===== src/rtl/l2_mem_arbiter_pkg.sv =====
// Shared definitions for the L2 memory-port arbiter: FSM encoding, request-op
// constants and client-ID width used to extend tags on the L2 side.
package l2_mem_pkg;

  typedef enum logic {
    ARB  = 1'b0,
    LOCK = 1'b1
  } arb_state_e;

  localparam int          RW_BITS        = 2;
  localparam logic [1:0]  RW_LOAD        = 2'b00;
  localparam int          RW_STORE_BIT   = 0;
  localparam int          CLIENT_ID_BITS = 1;

  function automatic logic is_store(input logic [RW_BITS-1:0] rw);
    return rw[RW_STORE_BIT];
  endfunction

endpackage


===== src/rtl/l2_mem_arbiter_if.sv =====
// Request/response bundles for one cache client and for the L2 memory port.
// The arbiter is the slave of each client bundle and the master of the L2 bundle.
interface l2_client_if
  import l2_mem_pkg::*;
#(
  parameter int ADDR_BITS = 12,
  parameter int DATA_BITS = 128,
  parameter int TAG_BITS  = 4
);
  logic                 req_val;
  logic                 req_rdy;
  logic [RW_BITS-1:0]   req_rw;
  logic [ADDR_BITS-1:0] req_addr;
  logic [DATA_BITS-1:0] req_data;
  logic [TAG_BITS-1:0]  req_tag;
  logic                 resp_val;
  logic                 resp_nack;
  logic [DATA_BITS-1:0] resp_data;
  logic [TAG_BITS-1:0]  resp_tag;

  modport master (
    output req_val, req_rw, req_addr, req_data, req_tag,
    input  req_rdy, resp_val, resp_nack, resp_data, resp_tag
  );

  modport slave (
    input  req_val, req_rw, req_addr, req_data, req_tag,
    output req_rdy, resp_val, resp_nack, resp_data, resp_tag
  );
endinterface

interface l2_mem_if
  import l2_mem_pkg::*;
#(
  parameter int ADDR_BITS = 12,
  parameter int DATA_BITS = 128,
  parameter int TAG_BITS  = 5
);
  logic                 req_val;
  logic                 req_rdy;
  logic [RW_BITS-1:0]   req_rw;
  logic [ADDR_BITS-1:0] req_addr;
  logic [DATA_BITS-1:0] req_data;
  logic [TAG_BITS-1:0]  req_tag;
  logic                 resp_val;
  logic                 resp_nack;
  logic [DATA_BITS-1:0] resp_data;
  logic [TAG_BITS-1:0]  resp_tag;

  modport master (
    output req_val, req_rw, req_addr, req_data, req_tag,
    input  req_rdy, resp_val, resp_nack, resp_data, resp_tag
  );

  modport slave (
    input  req_val, req_rw, req_addr, req_data, req_tag,
    output req_rdy, resp_val, resp_nack, resp_data, resp_tag
  );
endinterface


===== src/rtl/l2_mem_arbiter_rr_arb2.sv =====
// Two-input round-robin grant with a last-grant register; the last winner loses
// a tie. Shared with the I/O-port arbiter.
module rr_arb2 (
  input  logic       clk,
  input  logic       rst_n,
  input  logic [1:0] req,
  input  logic       advance,
  output logic       grant
);

  logic last_q, last_d;

  // NOTE: every output of this block is assigned on every path, so no latch is inferred.
  always_comb begin
    unique case (req)
      2'b01:   grant = 1'b0;
      2'b10:   grant = 1'b1;
      2'b11:   grant = ~last_q;
      default: grant = last_q;
    endcase
    last_d = advance ? grant : last_q;
  end

  // NOTE: state flops use non-blocking assignment so all registers update together.
  always_ff @(posedge clk or negedge rst_n) begin
    if (!rst_n) last_q <= 1'b1;
    else        last_q <= last_d;
  end

endmodule


===== src/rtl/l2_mem_arbiter.sv =====
// Shares the L2 port between the I-cache (client 0) and D-cache (client 1):
// round-robin grant, client-ID tag extension, and grant lock for store bursts.
module l2_mem_arbiter
  import l2_mem_pkg::*;
#(
  parameter int ADDR_BITS       = 12,
  parameter int DATA_BITS       = 128,
  parameter int CLIENT_TAG_BITS = 4,
  parameter int MEM_TAG_BITS    = 5,
  parameter int STORE_BEATS     = 4
) (
  input  logic          clk,
  input  logic          reset_n,
  l2_client_if.slave    c0,
  l2_client_if.slave    c1,
  l2_mem_if.master      mem
);

  if (MEM_TAG_BITS != CLIENT_TAG_BITS + CLIENT_ID_BITS) begin : g_bad_tag_bits
    $error("l2_mem_arbiter: MEM_TAG_BITS must equal CLIENT_TAG_BITS+1");
  end
  if (STORE_BEATS < 2 || (STORE_BEATS & (STORE_BEATS - 1)) != 0) begin : g_bad_store_beats
    $error("l2_mem_arbiter: STORE_BEATS must be a power of 2 (>= 2)");
  end

  localparam int               CNT_W     = $clog2(STORE_BEATS);
  localparam logic [CNT_W-1:0] LAST_BEAT = CNT_W'(STORE_BEATS - 1);

  arb_state_e                 state_q, state_d;
  logic                       lock_owner_q, lock_owner_d;
  logic [CNT_W-1:0]           beat_cnt_q, beat_cnt_d;

  logic                       rr_grant, rr_advance, grant, fire;
  logic [RW_BITS-1:0]         sel_rw;
  logic [ADDR_BITS-1:0]       sel_addr;
  logic [DATA_BITS-1:0]       sel_data;
  logic [CLIENT_TAG_BITS-1:0] sel_tag;

  rr_arb2 u_rr_arb2 (
    .clk     (clk),
    .rst_n   (reset_n),
    .req     ({c1.req_val, c0.req_val}),
    .advance (rr_advance),
    .grant   (rr_grant)
  );

  // While a store burst is in flight the owner keeps the port regardless of the peer.
  assign grant      = (state_q == LOCK) ? lock_owner_q : rr_grant;
  assign rr_advance = fire && (state_q == ARB);

  assign sel_rw   = grant ? c1.req_rw   : c0.req_rw;
  assign sel_addr = grant ? c1.req_addr : c0.req_addr;
  assign sel_data = grant ? c1.req_data : c0.req_data;
  assign sel_tag  = grant ? c1.req_tag  : c0.req_tag;

  assign mem.req_val  = grant ? c1.req_val : c0.req_val;
  assign mem.req_rw   = sel_rw;
  assign mem.req_addr = sel_addr;
  assign mem.req_data = sel_data;
  assign mem.req_tag  = {grant, sel_tag};
  assign c0.req_rdy   = ~grant & mem.req_rdy;
  assign c1.req_rdy   =  grant & mem.req_rdy;
  assign fire         = mem.req_val & mem.req_rdy;

  // Responses are routed purely by the client-ID bit carried in the tag MSB.
  assign c0.resp_val  = mem.resp_val  & ~mem.resp_tag[MEM_TAG_BITS-1];
  assign c1.resp_val  = mem.resp_val  &  mem.resp_tag[MEM_TAG_BITS-1];
  assign c0.resp_nack = mem.resp_nack & ~mem.resp_tag[MEM_TAG_BITS-1];
  assign c1.resp_nack = mem.resp_nack &  mem.resp_tag[MEM_TAG_BITS-1];
  assign c0.resp_tag  = mem.resp_tag[CLIENT_TAG_BITS-1:0];
  assign c1.resp_tag  = mem.resp_tag[CLIENT_TAG_BITS-1:0];
  assign c0.resp_data = mem.resp_data;
  assign c1.resp_data = mem.resp_data;

  always_comb begin
    state_d      = state_q;
    lock_owner_d = lock_owner_q;
    beat_cnt_d   = beat_cnt_q;
    if (fire) begin
      unique case (state_q)
        ARB: begin
          if (is_store(sel_rw)) begin
            state_d      = LOCK;
            lock_owner_d = grant;
            beat_cnt_d   = CNT_W'(1);
          end
        end
        LOCK: begin
          if (beat_cnt_q == LAST_BEAT) begin
            state_d    = ARB;
            beat_cnt_d = '0;
          end else begin
            beat_cnt_d = beat_cnt_q + 1'b1;
          end
        end
        default: state_d = ARB;
      endcase
    end
  end

  always_ff @(posedge clk or negedge reset_n) begin
    if (!reset_n) begin
      state_q      <= ARB;
      lock_owner_q <= 1'b0;
      beat_cnt_q   <= '0;
    end else begin
      state_q      <= state_d;
      lock_owner_q <= lock_owner_d;
      beat_cnt_q   <= beat_cnt_d;
    end
  end

endmodule


===== src/flat_wrapper.sv =====
// flat-port wrapper written by rule: the top's interface ports become plain ports
module l2_mem_arbiter_flat import l2_mem_pkg::*;
#(
  parameter int ADDR_BITS       = 12,
  parameter int DATA_BITS       = 128,
  parameter int CLIENT_TAG_BITS = 4,
  parameter int MEM_TAG_BITS    = 5,
  parameter int STORE_BEATS     = 4
)
  (clk, reset_n, c0_req_val, c0_req_rw, c0_req_addr, c0_req_data, c0_req_tag, c0_req_rdy, c0_resp_val, c0_resp_nack, c0_resp_data, c0_resp_tag, c1_req_val, c1_req_rw, c1_req_addr, c1_req_data, c1_req_tag, c1_req_rdy, c1_resp_val, c1_resp_nack, c1_resp_data, c1_resp_tag, mem_req_val, mem_req_rw, mem_req_addr, mem_req_data, mem_req_tag, mem_req_rdy, mem_resp_val, mem_resp_nack, mem_resp_data, mem_resp_tag);
  l2_client_if #(.ADDR_BITS(ADDR_BITS), .DATA_BITS(DATA_BITS), .TAG_BITS((4))) c0_i ();
  l2_client_if #(.ADDR_BITS(ADDR_BITS), .DATA_BITS(DATA_BITS), .TAG_BITS((4))) c1_i ();
  l2_mem_if #(.ADDR_BITS(ADDR_BITS), .DATA_BITS(DATA_BITS), .TAG_BITS((5))) mem_i ();
  input  logic clk;
  input  logic reset_n;
  input wire logic [$bits(c0_i.req_val)-1:0] c0_req_val;
  input wire logic [$bits(c0_i.req_rw)-1:0] c0_req_rw;
  input wire logic [$bits(c0_i.req_addr)-1:0] c0_req_addr;
  input wire logic [$bits(c0_i.req_data)-1:0] c0_req_data;
  input wire logic [$bits(c0_i.req_tag)-1:0] c0_req_tag;
  output wire logic [$bits(c0_i.req_rdy)-1:0] c0_req_rdy;
  output wire logic [$bits(c0_i.resp_val)-1:0] c0_resp_val;
  output wire logic [$bits(c0_i.resp_nack)-1:0] c0_resp_nack;
  output wire logic [$bits(c0_i.resp_data)-1:0] c0_resp_data;
  output wire logic [$bits(c0_i.resp_tag)-1:0] c0_resp_tag;
  input wire logic [$bits(c1_i.req_val)-1:0] c1_req_val;
  input wire logic [$bits(c1_i.req_rw)-1:0] c1_req_rw;
  input wire logic [$bits(c1_i.req_addr)-1:0] c1_req_addr;
  input wire logic [$bits(c1_i.req_data)-1:0] c1_req_data;
  input wire logic [$bits(c1_i.req_tag)-1:0] c1_req_tag;
  output wire logic [$bits(c1_i.req_rdy)-1:0] c1_req_rdy;
  output wire logic [$bits(c1_i.resp_val)-1:0] c1_resp_val;
  output wire logic [$bits(c1_i.resp_nack)-1:0] c1_resp_nack;
  output wire logic [$bits(c1_i.resp_data)-1:0] c1_resp_data;
  output wire logic [$bits(c1_i.resp_tag)-1:0] c1_resp_tag;
  output wire logic [$bits(mem_i.req_val)-1:0] mem_req_val;
  output wire logic [$bits(mem_i.req_rw)-1:0] mem_req_rw;
  output wire logic [$bits(mem_i.req_addr)-1:0] mem_req_addr;
  output wire logic [$bits(mem_i.req_data)-1:0] mem_req_data;
  output wire logic [$bits(mem_i.req_tag)-1:0] mem_req_tag;
  input wire logic [$bits(mem_i.req_rdy)-1:0] mem_req_rdy;
  input wire logic [$bits(mem_i.resp_val)-1:0] mem_resp_val;
  input wire logic [$bits(mem_i.resp_nack)-1:0] mem_resp_nack;
  input wire logic [$bits(mem_i.resp_data)-1:0] mem_resp_data;
  input wire logic [$bits(mem_i.resp_tag)-1:0] mem_resp_tag;
  assign c0_i.req_val = c0_req_val;
  assign c0_i.req_rw = c0_req_rw;
  assign c0_i.req_addr = c0_req_addr;
  assign c0_i.req_data = c0_req_data;
  assign c0_i.req_tag = c0_req_tag;
  assign c0_req_rdy = c0_i.req_rdy;
  assign c0_resp_val = c0_i.resp_val;
  assign c0_resp_nack = c0_i.resp_nack;
  assign c0_resp_data = c0_i.resp_data;
  assign c0_resp_tag = c0_i.resp_tag;
  assign c1_i.req_val = c1_req_val;
  assign c1_i.req_rw = c1_req_rw;
  assign c1_i.req_addr = c1_req_addr;
  assign c1_i.req_data = c1_req_data;
  assign c1_i.req_tag = c1_req_tag;
  assign c1_req_rdy = c1_i.req_rdy;
  assign c1_resp_val = c1_i.resp_val;
  assign c1_resp_nack = c1_i.resp_nack;
  assign c1_resp_data = c1_i.resp_data;
  assign c1_resp_tag = c1_i.resp_tag;
  assign mem_req_val = mem_i.req_val;
  assign mem_req_rw = mem_i.req_rw;
  assign mem_req_addr = mem_i.req_addr;
  assign mem_req_data = mem_i.req_data;
  assign mem_req_tag = mem_i.req_tag;
  assign mem_i.req_rdy = mem_req_rdy;
  assign mem_i.resp_val = mem_resp_val;
  assign mem_i.resp_nack = mem_resp_nack;
  assign mem_i.resp_data = mem_resp_data;
  assign mem_i.resp_tag = mem_resp_tag;
  l2_mem_arbiter #(.ADDR_BITS(ADDR_BITS), .DATA_BITS(DATA_BITS), .CLIENT_TAG_BITS(CLIENT_TAG_BITS), .MEM_TAG_BITS(MEM_TAG_BITS), .STORE_BEATS(STORE_BEATS)) u_core (.clk(clk), .reset_n(reset_n), .c0(c0_i), .c1(c1_i), .mem(mem_i));
endmodule

===== config.mk =====
export PLATFORM = sky130hd
export DESIGN_NAME = l2_mem_arbiter_flat
export DESIGN_NICKNAME = d
export VERILOG_FILES = /design/src/rtl/l2_mem_arbiter_pkg.sv /design/src/rtl/l2_mem_arbiter_if.sv /design/src/rtl/l2_mem_arbiter_rr_arb2.sv /design/src/rtl/l2_mem_arbiter.sv /design/src/flat_wrapper.sv
export SDC_FILE = /design/constraint.sdc
export NUM_CORES = 1
export LEC_CHECK = 0
export ABC_AREA = 0
export BUFFER_PORTS_ARGS = -buffer_cell sky130_fd_sc_hd__buf_2
export CAP_MARGIN = 0
export CORE_AREA = 2 2 331 333
export CTS_BUF_LIST = sky130_fd_sc_hd__clkbuf_8 sky130_fd_sc_hd__clkbuf_16
export DETAILED_ROUTE_END_ITERATION = 10
export DIE_AREA = 0 0 333 335
export REMOVE_ABC_BUFFERS = 1
export SKIP_LAST_GASP = 1
export SLEW_MARGIN = 20
export SYNTH_ARGS = -nofsm -noshare
export SYNTH_HDL_FRONTEND = slang
export SYNTH_HIERARCHICAL = 1
export SYNTH_SLANG_ARGS = --single-unit

===== constraint.sdc =====
create_clock -name clk -period 2.2 [get_ports clk]
set_clock_uncertainty 0.15 [all_clocks]
set_input_delay 0.11 -clock clk [delete_from_list [all_inputs] [get_ports clk]]
set_output_delay 0.11 -clock clk [all_outputs]
set_load 0.02 [all_outputs]

Word level (Yosys, flattened, before mapping). Index checks and enable logic that the tools add are counted. Widths: inputs -> output; s select.

Add/subtract/negate cells: 1. Eq/ne operators: 5. Mux-type cells: 13. Bitwise gates (word level): 11. Reduce and logical (&&, ||, !) cells: 3.

Operators by type and width (count): $mux 128 (1); $mux 12 (1); $and 1x1->1 (7); $eq 2x2->1 const B (3); $mux 2 (3); $mux 1 (4); $mux 4 (1); $not 1->1 (4); $pmux 2 s2 (1); $pmux 1 s3 (1); $reduce_and 3->1 (1); $add 2x1->2 const B (1); $eq 2x1->1 const B (1); $ne 2x2->1 const B (1); $pmux 1 s2 (1); $reduce_and 2->1 (1); $logic_and 1x1->1 (1).

Bits in registers: 5. Bits of input ports: 432. Output and inout port bits: 418.

Depth between registers and ports, before layout.
Depth after elaboration: 6. Depth in mapped cells: 7.

Cells and area by module. The synthesis kept the hierarchy.

By module, submodules not included: l2_mem_arbiter (instances 1, cells each 455, area an instance 4000.1 µm²); rr_arb2 (instances 1, cells each 5, area an instance 51.3 µm²).

Worst setup path before layout. OpenSTA, ideal clock, no wires.

Kind: register to register. Start point: register u_core.u_rr_arb2.last_q. End point: register u_core.lock_owner_q. Setup time: 0.125 ns. Data arrival time: 1.786 ns. Required time: 1.925 ns. Slack: 0.139 ns. Cell stages (with the launch flop): 6. Clock period less this slack: 2.061 ns. Cell sequence: dfstp_2 -> mux2i_1 -> mux2i_2 -> mux2_4 -> and2_1 -> mux2_2.

Elaborated cells between the ends (all ways): 7. Those cells by class: mux: 4; bitwise: 2; reduce/logical: 1.

RTL lines: from (decl) (line l2_mem_arbiter_rr_arb2.sv:11) `logic last_q, last_d;`; from (signal assigned) (line l2_mem_arbiter_rr_arb2.sv:27) `else last_q <= last_d;`; $not 1->1 (line l2_mem_arbiter_rr_arb2.sv:18) `2'b11: grant = ~last_q;`; $pmux 1 s3 (*) (line l2_mem_arbiter_rr_arb2.sv:15) `unique case (req)`; named net u_core.rr_grant (line l2_mem_arbiter.sv:33) `logic rr_grant, rr_advance, grant, fire;`; $mux 1 (*) (line l2_mem_arbiter.sv:48) `assign grant = (state_q == LOCK) ? lock_owner_q : rr_grant;`; $mux 2 (*) (line l2_mem_arbiter.sv:51) `assign sel_rw = grant ? c1.req_rw : c0.req_rw;`; named net mem_req_rw[0] (line flat_wrapper.sv:37) `output wire logic [$bits(mem_i.req_rw)-1:0] mem_req_rw;`; $reduce_and 3->1 (no source line) (*); to (signal assigned) (line l2_mem_arbiter.sv:108) `lock_owner_q <= lock_owner_d;`; to (decl) (line l2_mem_arbiter.sv:30) `logic lock_owner_q, lock_owner_d;`.

Mark *: on every way through the listed nets, which the timed path passes. The rest lies on a longest branch. A chain may end at the register's enable or synchronous reset.

Worst setup path after layout.
Start point: register u_core.u_rr_arb2.last_q. End point: output mem_req_data[97].

Cells in the longest elaborated chain, start to end: 4.

RTL lines: $not 1->1 (line l2_mem_arbiter_rr_arb2.sv:18); $pmux 1 s3 (*) (line l2_mem_arbiter_rr_arb2.sv:15); named net u_core.rr_grant (line l2_mem_arbiter.sv:33); $mux 1 (*) (line l2_mem_arbiter.sv:48); $mux 128 (*) (line l2_mem_arbiter.sv:53) `assign sel_data = grant ? c1.req_data : c0.req_data;`; to (decl) (line flat_wrapper.sv:39) `output wire logic [$bits(mem_i.req_data)-1:0] mem_req_data;`.

Marked as above.

==> results.md <==
* Post-route ant nets at 0
* CTS H-tree lvls at 1
* Netlist cell types at 20
* Final HPWL DP at 90,600 um
* Critical path startpoint category: flop
* Final wirelength at 99,900 um
* DRC at 0
* TritonCTS clock tree: yes
* CP peak stage delay at 0.53 ns
* Antenna violations before repair at 38
* Fin crit period at roughly 2.4 ns
* DR WL/cell at 47.7 um
* Crit path max fanout at 29
* Status: finished with violations
* RR Startpoint: u_core/u_rr_arb2/last_q$_DFFE_PN1P_
* Gpl congestion at about 0.9
* Fill count at ~13,000
* Synthesized area at 4050 um2
* Worst-Margin Slew at 0.416 ns
* Die X at 333 um
* Static Leak at 2.76 nW
* Most common cell after layout, fill and taps aside: buf_2
* Post-synth EDFFs at 0
* Area Growth Syn to Fin at 61.2%
* Crit path required time at around 1.9 ns
* Max_slew headroom at 0.722
* Post-Syn Instances at 460
* Core Area at 108,000 um2
* Tot GR Track Use at 0.172
* Layout cell share with drive strength beyond 1 at 0.955
* Critical Path AT at 2.14 ns
* Crit path launch: u_core/u_rr_arb2/last_q$_DFFE_PN1P_
* Die Ht at 335 um
* Critical path, cell by cell: mux2i_2 -> mux2i_4 -> buf_12 -> buf_12 -> mux2_2 -> buf_2
* Final Util at 0.0604
* Initial Util at 0.0375
* RSZ-0062 raised after global routing: true
* Number of global-route vias before repair at 4,728
* Highest Clock Rate at between 400 and 500 MHz
* Most used cell, CP: buf_12
* Asr flop ratio synth at 1.00
* Boundary pin count at 850
* Peak supply drop at approximately 620 uV
* Max-cap violations at 0
* Worst-path clk slew at approximately 0.030 ns
* Violated checks: setup timing
* First-pass GRT wire length at roughly 110,000 um
* Post-DR vias/cell at 2.38
* CP max stage cell: dfstp_2
* Mean post-synth cell area at 8.81 um2
* Worst-case clock buffer depth at 2
* Tightest Hold Check Type: in -> out
* Most frequent cells in the layout: 419 x buf_2, 148 x mux2_2, 49 x buf_4, 7 x buf_12
* Yosys reg bits at 5
* # rows at 121
* Crit. End Element: output port
* Final-report hold violation count at 0
* Clk Latency, worst-skew pair at 0.23 ns
* I/O Buffers at 453
* Final slew viol count at 0
* Root Driver: clkbuf_16
* Cell area power density at 1220 nW/um2
* Final WS setup at -0.198 ns
* Place WS at 0.00469 ns
* Overflow after GRT at 0
* Fin crit share at 1.09
* CTS sink cnt at 5
* Largest net degree at the start of global routing at 30
* DR pass1 iterations at 4
* TritonCTS buffer count at 3
* Design area at 6530 um2
* Hold Startpoint: mem_resp_data[50]
* Dpl cell area at 6280 um2
* # nets final at between 1,000 and 1,500
* CP Class: reg -> out
* Syn. warnings at 6
* Register area share after synthesis at 0.0312
* Iter 0 DRT Violations at 258
* Final Setup Violations at approximately 130
* Die area at 112,000 um2
* Vias at 4,987
* Synth Flop Type: dfrtp_1
## per-stage QoR
step	setup TNS, ns	total power, W	std cells	hold WS (ns)
after global routing	-22.16	0.00849	2094	0.0710
after CTS	-12.95	0.00822	2077	0.0730
final	-12.47	0.00795	2095	0.0715
after global placement	0	0.00766	2070	-0.216
after floorplan	-668.73	0.00206	179	-0.336
after detailed placement	0	0.00770	2070	-0.213
## cells by family after synthesis
kind of cell / share of synthesized area
AOI/OAI and AO/OA: 0.0102
adders and majority gates: 0.00309
buffers and inverters: 0.514
DFF: 0.0312
muxes: 0.426
and+or+nand+nor: 0.0154
## critical path, delay by kind of cell (launching register included)
kind / cells / cell delay (ns)
buffers and inverters: 3 / 0.63
DFF: 1 / 0.53
muxes: 3 / 0.69
## area by class of cell
type,count,area (um2),share of cell area
repair buffers,480,2650,0.405
multi-input cells,171,1850,0.284
well taps,1414,1770,0.271
flip-flops and latches,5,126,0.0193
clock buffers,3,75.1,0.0115
diodes,18,45.0,0.00690
inverters,3,11.3,0.00172
clock inverters,1,3.75,0.000575
## state kept, by name (all words and copies together) (netlist names)
| signal | cells |
|---|---|
| u_core/beat_cnt_q | 2 |
| u_core/lock_owner_q | 1 |
| u_core/state_q | 1 |
| u_core/u_rr_arb2/last_q | 1 |
## timing repair
item                                    4_1_cts  5_1_grt
resized for setup                            30        7
hold endpoints to repair                      6        0
buffers inserted                              1        0
hold buffers                                  2        0
endpoints found under the setup margin      137      136
## Yosys cell counts, types with 3 or more instances
cell type	n	area share
inv_1	3	0.0028
mux2i_1	3	0.0074
nand2_1	3	0.0028
buf_2	15	0.019
buf_4	266	0.49
nor2b_1	3	0.0046
dfrtp_1	4	0.025
mux2_2	148	0.41
and2_1	4	0.0062
## metal layers
layer / GRT usage / share of wire / up-vias
met1: 0.177 / 0.37 / 2077
li1: - / - / 1696
met2: 0.231 / 0.37 / 1038
met5: 0.0951 / 0.016 / -
met3: 0.184 / 0.23 / 126
met4: 0.0301 / 0.020 / 50
## worst paths after layout
check	slack (ns)	to	cells past startpoint
min in group asynchronous	0.15	u_core/beat_cnt_q[1]$_DFFE_PN0P_	2
setup / recovery	-0.20	mem_req_data[97]	6
hold reg to reg	0.35	u_core/beat_cnt_q[1]$_DFFE_PN0P_	1
hold / removal	0.07	c1_resp_data[50]	0
setup reg to reg	0.04	u_core/lock_owner_q$_DFFE_PN0P_	6
max in group asynchronous	1.53	u_core/u_rr_arb2/last_q$_DFFE_PN1P_	2
## power by group
part | leakage [nW] | internal (W) | total (W) | switching [W]
combinational | 2.66 | 0.00292 | 0.00746 | 0.00455
clock | 0.0424 | 0.000235 | 0.000294 | 0.0000583
sequential | 0.0578 | 0.000145 | 0.000196 | 0.0000511
total | 2.76 | 0.00330 | 0.00795 | 0.00466
Power figures use the tool's default switching activity.
